[src/rtl/if_prefetch_buffer_if.sv]
// rtl/if_prefetch_buffer_if.sv - fetch front end bus: imem request/response, redirect and core fetch stream
interface if_prefetch_buffer_if #(
   parameter int XLEN = 32
);
   logic            imem_req_valid;
   logic            imem_req_ready;
   logic [XLEN-1:0] imem_req_addr;
   logic            imem_rsp_valid;
   logic [31:0]     imem_rsp_data;
   logic            redirect_valid;
   logic [XLEN-1:0] redirect_pc;
   logic            fetch_ready;
   logic            fetch_valid;
   logic [XLEN-1:0] fetch_pc;
   logic [31:0]     fetch_instr;

   modport master (
      output imem_req_valid, imem_req_addr, fetch_valid, fetch_pc, fetch_instr,
      input  imem_req_ready, imem_rsp_valid, imem_rsp_data, redirect_valid, redirect_pc, fetch_ready
   );

   modport slave (
      input  imem_req_valid, imem_req_addr, fetch_valid, fetch_pc, fetch_instr,
      output imem_req_ready, imem_rsp_valid, imem_rsp_data, redirect_valid, redirect_pc, fetch_ready
   );
endinterface

[src/rtl/if_prefetch_buffer.sv]
// rtl/if_prefetch_buffer.sv - sequential instruction prefetcher with PC-tagged FIFO and redirect flush
module if_prefetch_buffer #(
   parameter int              XLEN     = 32,
   parameter logic [XLEN-1:0] RESET_PC = '0,
   parameter int              DEPTH    = 4
) (
   input  logic                  clk,
   input  logic                  reset,
   if_prefetch_buffer_if.master  bus
);
   localparam int CW = $clog2(DEPTH + 1);
   localparam int PW = $clog2(DEPTH);

   logic [XLEN-1:0] r_fifo_pc    [DEPTH];
   logic [31:0]     r_fifo_instr [DEPTH];
   logic [PW-1:0]   r_rd_ptr;
   logic [PW-1:0]   r_wr_ptr;
   logic [CW-1:0]   r_count;
   logic [CW-1:0]   r_outstanding;
   logic [CW-1:0]   r_discard;
   logic [XLEN-1:0] r_req_pc;
   logic [XLEN-1:0] r_rsp_pc;

   logic            w_credit;
   logic            w_req_valid;
   logic            w_req_fire;
   logic            w_rsp_ok;
   logic            w_push;
   logic            w_fetch_valid;
   logic            w_pop;
   logic [XLEN-1:0] w_redirect_pc;

   // Buffered plus in-flight words never exceed DEPTH, so a push always finds room.
   assign w_credit      = ({1'b0, r_count} + {1'b0, r_outstanding}) < (CW + 1)'(DEPTH);
   assign w_req_valid   = !reset && !bus.redirect_valid && w_credit;
   assign w_req_fire    = w_req_valid && bus.imem_req_ready;
   assign w_rsp_ok      = bus.imem_rsp_valid && (r_outstanding != '0);
   assign w_push        = w_rsp_ok && (r_discard == '0) && !bus.redirect_valid;
   assign w_fetch_valid = !reset && !bus.redirect_valid && (r_count != '0);
   assign w_pop         = w_fetch_valid && bus.fetch_ready;
   assign w_redirect_pc = {bus.redirect_pc[XLEN-1:2], 2'b00};

   assign bus.imem_req_valid = w_req_valid;
   assign bus.imem_req_addr  = r_req_pc;
   assign bus.fetch_valid    = w_fetch_valid;
   assign bus.fetch_pc       = r_fifo_pc[r_rd_ptr];
   assign bus.fetch_instr    = r_fifo_instr[r_rd_ptr];

   always_ff @(posedge clk) begin
      if (!reset && w_push) begin
         r_fifo_pc[r_wr_ptr]    <= r_rsp_pc;
         r_fifo_instr[r_wr_ptr] <= bus.imem_rsp_data;
      end
   end

   always_ff @(posedge clk) begin
      if (reset) begin
         r_rd_ptr      <= '0;
         r_wr_ptr      <= '0;
         r_count       <= '0;
         r_outstanding <= '0;
         r_discard     <= '0;
         r_req_pc      <= RESET_PC;
         r_rsp_pc      <= RESET_PC;
      end else if (bus.redirect_valid) begin
         // Everything still in flight after this cycle belongs to the old path.
         r_rd_ptr      <= '0;
         r_wr_ptr      <= '0;
         r_count       <= '0;
         r_outstanding <= r_outstanding - CW'(w_rsp_ok);
         r_discard     <= r_outstanding - CW'(w_rsp_ok);
         r_req_pc      <= w_redirect_pc;
         r_rsp_pc      <= w_redirect_pc;
      end else begin
         if (w_pop) begin
            r_rd_ptr <= r_rd_ptr + 1'b1;
         end
         if (w_push) begin
            r_wr_ptr <= r_wr_ptr + 1'b1;
            r_rsp_pc <= r_rsp_pc + XLEN'(4);
         end
         if (w_req_fire) begin
            r_req_pc <= r_req_pc + XLEN'(4);
         end
         if (w_rsp_ok && (r_discard != '0)) begin
            r_discard <= r_discard - 1'b1;
         end
         r_count       <= r_count + CW'(w_push) - CW'(w_pop);
         r_outstanding <= r_outstanding + CW'(w_req_fire) - CW'(w_rsp_ok);
      end
   end
endmodule

[src/flat_wrapper.sv]
// flat-port wrapper written by rule: the top's interface ports become plain ports
module if_prefetch_buffer_flat 
#(
   parameter int              XLEN     = 32,
   parameter logic [XLEN-1:0] RESET_PC = '0,
   parameter int              DEPTH    = 4
)
  (clk, reset, bus_imem_req_valid, bus_imem_req_addr, bus_fetch_valid, bus_fetch_pc, bus_fetch_instr, bus_imem_req_ready, bus_imem_rsp_valid, bus_imem_rsp_data, bus_redirect_valid, bus_redirect_pc, bus_fetch_ready);
  if_prefetch_buffer_if #(.XLEN(XLEN)) bus_i ();
  input  logic clk;
  input  logic reset;
  output wire logic [$bits(bus_i.imem_req_valid)-1:0] bus_imem_req_valid;
  output wire logic [$bits(bus_i.imem_req_addr)-1:0] bus_imem_req_addr;
  output wire logic [$bits(bus_i.fetch_valid)-1:0] bus_fetch_valid;
  output wire logic [$bits(bus_i.fetch_pc)-1:0] bus_fetch_pc;
  output wire logic [$bits(bus_i.fetch_instr)-1:0] bus_fetch_instr;
  input wire logic [$bits(bus_i.imem_req_ready)-1:0] bus_imem_req_ready;
  input wire logic [$bits(bus_i.imem_rsp_valid)-1:0] bus_imem_rsp_valid;
  input wire logic [$bits(bus_i.imem_rsp_data)-1:0] bus_imem_rsp_data;
  input wire logic [$bits(bus_i.redirect_valid)-1:0] bus_redirect_valid;
  input wire logic [$bits(bus_i.redirect_pc)-1:0] bus_redirect_pc;
  input wire logic [$bits(bus_i.fetch_ready)-1:0] bus_fetch_ready;
  assign bus_imem_req_valid = bus_i.imem_req_valid;
  assign bus_imem_req_addr = bus_i.imem_req_addr;
  assign bus_fetch_valid = bus_i.fetch_valid;
  assign bus_fetch_pc = bus_i.fetch_pc;
  assign bus_fetch_instr = bus_i.fetch_instr;
  assign bus_i.imem_req_ready = bus_imem_req_ready;
  assign bus_i.imem_rsp_valid = bus_imem_rsp_valid;
  assign bus_i.imem_rsp_data = bus_imem_rsp_data;
  assign bus_i.redirect_valid = bus_redirect_valid;
  assign bus_i.redirect_pc = bus_redirect_pc;
  assign bus_i.fetch_ready = bus_fetch_ready;
  if_prefetch_buffer #(.XLEN(XLEN), .RESET_PC(RESET_PC), .DEPTH(DEPTH)) u_core (.clk(clk), .reset(reset), .bus(bus_i));
endmodule
[config.mk]
export PLATFORM = sky130hd
export DESIGN_NAME = if_prefetch_buffer_flat
export DESIGN_NICKNAME = d
export VERILOG_FILES = /design/src/rtl/if_prefetch_buffer_if.sv /design/src/rtl/if_prefetch_buffer.sv /design/src/flat_wrapper.sv
export SDC_FILE = /design/constraint.sdc
export NUM_CORES = 1
export LEC_CHECK = 0
export BUFFER_PORTS_ARGS = -buffer_cell sky130_fd_sc_hd__buf_2
export CORE_UTILIZATION = 30
export CTS_BUF_LIST = sky130_fd_sc_hd__clkbuf_8
export CTS_CLUSTER_SIZE = 40
export DETAILED_ROUTE_END_ITERATION = 6
export GPL_TIMING_DRIVEN = 1
export MAX_ROUTING_LAYER = met4
export PLACE_DENSITY = 0.47
export SYNTH_ARGS = -nofsm -noshare
export SYNTH_HDL_FRONTEND = slang
export SYNTH_SLANG_ARGS = --single-unit
[constraint.sdc]
create_clock -name clk -period 5 [get_ports clk]
set_input_delay 1.5 -clock clk [delete_from_list [all_inputs] [get_ports clk]]
set_output_delay 1.5 -clock clk [all_outputs]
set_load 0.005 [all_outputs]
After elaboration in Yosys (flattened, before gate mapping). Memories as Yosys holds them, arrays and structs flattened. A register that Yosys moved wholly into a read port is not among the register bits. Index checks and enable logic that the tools add are counted.

Bits in registers: 77. RAM bits: 256. Input port bits: 70. Memories: 2.

Add/sub/neg operators: 11. Magnitude comparators: 1. Mux-type cells: 13. Reduce and logical (&&, ||, !) cells: 20.

Memory list: u_core.r_fifo_instr (depth 4, bits a word 32, rd ports 1, clocked after Yosys merged registers in 1, write ports 1, RTL line if_prefetch_buffer.sv:15) `logic [31:0] r_fifo_instr [DEPTH];`; u_core.r_fifo_pc (depth 4, bits a word 32, rd ports 1, clocked after Yosys merged registers in 1, write ports 1, RTL line if_prefetch_buffer.sv:14) `logic [XLEN-1:0] r_fifo_pc [DEPTH];`.

Operator list (count): 2-to-1 mux 32 bit (4); adder 32 x 3 -> 32 bit (second input constant) (2); logical AND 1 bit (10); 2-to-1 mux 3 bit (3); nonzero test 3 bit (3); subtractor 3 x 1 -> 3 bit (3); 2-to-1 mux 2 bit (4); adder 3 x 1 -> 3 bit (2); nonzero test 2 bit (3); adder 2 x 1 -> 2 bit (second input constant) (2); adder 3 x 3 -> 4 bit (1); < comparator 4 x 3 -> 1 bit (second input constant) (1); zero test 3 bit (1); subtractor 3 x 1 -> 3 bit (second input constant) (1); zero test 1 bit (2); 2-to-1 mux 1 bit (2); OR reduction 2 bit (1).

Logic depth before layout (Yosys ltp).
Word-level depth: 7. Depth in mapped cells: 12.

Least setup slack after synthesis. Ideal clock, no wire load.

Path kind: input -> register. Start point: input reset. End point: memory u_core.r_fifo_instr[0][0], enable pin. Setup time: 0.427 ns. Arrival: 3.620 ns. Data required time: 4.573 ns. Slack: 0.954 ns. Cell stages on the path: 4. Path buffers: 1. Path through: or2_2 clkbuf_1 nor2_1 and2_1.

Longest elaborated chain between the ends: 4.

Ends and longest elaborated chain: from (decl) (RTL line flat_wrapper.sv:11) `input logic reset;`; zero test 1 bit (RTL line if_prefetch_buffer.sv:50) `if (!reset && w_push) begin`; logical AND 1 bit (RTL line if_prefetch_buffer.sv:50); 2-to-1 mux 1 bit (RTL line if_prefetch_buffer.sv:50); 2-to-1 mux 1 bit (implied by the code) (RTL line if_prefetch_buffer.sv:52) `r_fifo_instr[r_wr_ptr] <= bus.imem_rsp_data;`; to (decl) (RTL line if_prefetch_buffer.sv:15).

No other way between the ends.

==> qor.csv <==
metric,value,unit
outcome,"finished, final reports clean",
"FFs w/ async S/R, synth",0,%
Layout Skew,19.9,ps
worst-path fanout max,39,
vias in the first global route,7999,
hold-fix buffers at CTS,0,
worst r2r src,u_core.r_rsp_pc[5],
CP Class,reg -> out,
die area,44500,um2
Final nets,1121,
mean post-synth cell area,15.5,um2
Final Total Pwr,5.75,mW
setup tns final,0,ps
Critical Path AT,2460,ps
Max Clk Rate,253,MHz
WHS Endpoint,u_core.bus.imem_req_addr[19],
CTS tree,done,
"Setup violations, final",0,
"Clk Latency, worst-skew pair",620,ps
Rows,76,
period utilization,79.2,%
fin. max-slew vios,0,
ANT nets after route,0,
placer congestion estimate,0.787,
Worst-path clk slew,60,ps
CP cell instances,buf_12 > mux4_2 > buf_2,
synth unique cells,55,
critical path's slowest cell,dfxtp_4,
Post-CTS Setup Repair Bufs,0,
Clock Tree Buf Depth,3,
Pre-antenna DRT Iters,5,
final WL,31300,um
largest net degree at the start of global routing,63,
top_reg_cell synth,edfxtp_1,
Detailed Route Iter0 Violations,404,
R2R setup slack,2160,ps
max_cap viols,0,
initial antenna violation count,1,
Worst Setup End Kind,primary output,
"leading cell types in the layout, fill and taps excluded","edfxtp_1 (248), buf_2 (161), dfxtp_1 (73)",
Slew @ Worst Pin,1010,ps
Layout area overhead,19.7,%
Pleak,5.32,nW
via count,7798,
reg-to-reg endpoint,u_core.r_rsp_pc[26],
IO Pins,168,
Setup crit start kind,flip-flop,
Hold Fails Final Rpt,0,
Die X,211,um
Core ar.,43100,um2
Starting Density,30.4,%
Synthesis Warnings,0,
register bit count reported by yosys,323,
CP max stage delay,690,ps
number of buffers created by CTS,56,
root buf cell,clkbuf_8,
"most common cell after layout, fill and taps aside",edfxtp_1,
Power Dens Cells,367,nW/um2
sequential element share of the synthesized area,68.3,%
Slew headroom,32.6,%
total global routing overflow,0,
RSZ-0062 raised after global routing,false,
Worst VDD drop,0.147,mV
DRC viols,0,
die outline height,211,um
post-DR vias/cell,4.69,
hold path start,u_core.bus.imem_req_addr[19],
min-delay worst type,reg -> reg,
Hold Crit Depth,2,
dpl hpwl,19600,um
post-CTS sizing,0,
Netlist Area Pre-Place,13100,um2
Final min period,3960,ps
clock sink total,323,
gr usage total,14.6,%
number of synthesized flops with an enable pin,248,
path depth of the worst reg2reg path,5,
cells after synthesis,844,
first-pass GRT wire length,47800,um
# H-tree levels,2,
I/O Buffers,161,
share of layout cells above drive strength 1,29.9,%
fill cell count,4197,
per-cell routed wire length,18.8,um
CP Data Required Time,3500,ps
-- state kept, by name (all words and copies together) (netlist names), 3 cells and up, named ones only --
| name | count |
|---|---|
| u_core.bus.imem_req_addr | 30 |
| u_core.r_count | 3 |
| u_core.r_discard | 3 |
| u_core.r_fifo_instr | 128 |
| u_core.r_fifo_pc | 120 |
| u_core.r_outstanding | 3 |
| u_core.r_rsp_pc | 30 |
-- cell usage after synthesis, types with 8 or more instances --
master | n | area [um2]
a211oi_1 | 12 | 90.1
a21boi_0 | 16 | 120
a21oi_1 | 31 | 155
a31oi_1 | 14 | 87.6
and2_1 | 10 | 62.6
buf_1 | 8 | 30.0
clkbuf_1 | 31 | 116
dfxtp_1 | 75 | 1500
edfxtp_1 | 248 | 7450
ha_1 | 16 | 200
inv_1 | 29 | 109
mux4_2 | 62 | 1400
nand2_1 | 46 | 173
nand3_1 | 21 | 105
nand4_1 | 20 | 125
nor2_1 | 41 | 154
nor3_1 | 17 | 85.1
nor4_1 | 14 | 87.6
o21ai_0 | 14 | 70.1
or3_1 | 11 | 68.8
xnor2_1 | 32 | 280
xor2_1 | 11 | 96.3
-- metrics by stage --
stage               area, um2  worst slack, ps  hold slack, ps  cells  util (%)
floorplan               13100              954             483    847         -
finish                  15700             1040             505   1662      36.4
detailed placement      14600             1170             496   1560      34.0
global route            15700              844             537   1662      36.4
CTS                     15700              885             506   1661      36.4
global placement        14600             1150             493   1560      34.0
-- cell families (layout without fill, tap and decap cells) --
family          count (synthesis)  in the layout  synth area share (%)
flops                         323            323                  68.3
compound gates                113            113                  5.62
fa+ha+maj                      18             18                  1.83
xor+xnor                       43             43                  2.87
buf+inv                        75            304                  2.28
simple gates                  204            204                  8.02
other cells                     1              5                0.0286
mux                            67             67                  11.1
-- worst max path at each step --
stage	start	to	slack (ps)	depth (start not counted)
floorplan	reset	u_core.r_fifo_instr[0][0]	950	4
global placement	reset	bus_imem_req_valid	1150	5
detailed placement	reset	bus_imem_req_valid	1170	5
CTS	flip-flop	bus_fetch_instr[25]	880	3
global route	flip-flop	bus_fetch_instr[25]	840	3
finish	flip-flop	bus_fetch_instr[20]	1040	3
-- layout make-up --
| cell class | count | area (um2) | area share [%] |
|---|---|---|---|
| antenna | 1 | 2.50 | 0.0160 |
| clock buffer | 64 | 881 | 5.61 |
| clock inverter | 37 | 179 | 1.14 |
| inverter | 30 | 113 | 0.718 |
| multi-input combinational | 449 | 3880 | 24.7 |
| sequential | 323 | 8960 | 57.1 |
| tap | 585 | 732 | 4.67 |
| timing repair buffer | 173 | 946 | 6.03 |
-- power by group --
part	internal, mW	total [mW]	leakage, nW	switching [mW]
Clock	1.21	2.29	0.614	1.07
Combinational	0.176	0.398	1.83	0.223
Sequential	2.97	3.07	2.87	0.0912
Total	4.36	5.75	5.32	1.39
-- metal layers --
layer	vias to the layer above	global-route usage, %	wire length, um
met5	-	-	0
met4	0	5.15	654
met3	50	3.09	1640
met2	214	21.8	14200
met1	3869	19.8	14800
li1	3665	-	-
-- critical path, delay by kind of cell (launching register included) --
family	cells	cell delay, ps
DFF	1	690
muxes	1	580
buffers and inverters	2	540
(Power assumes the default switching activity.)
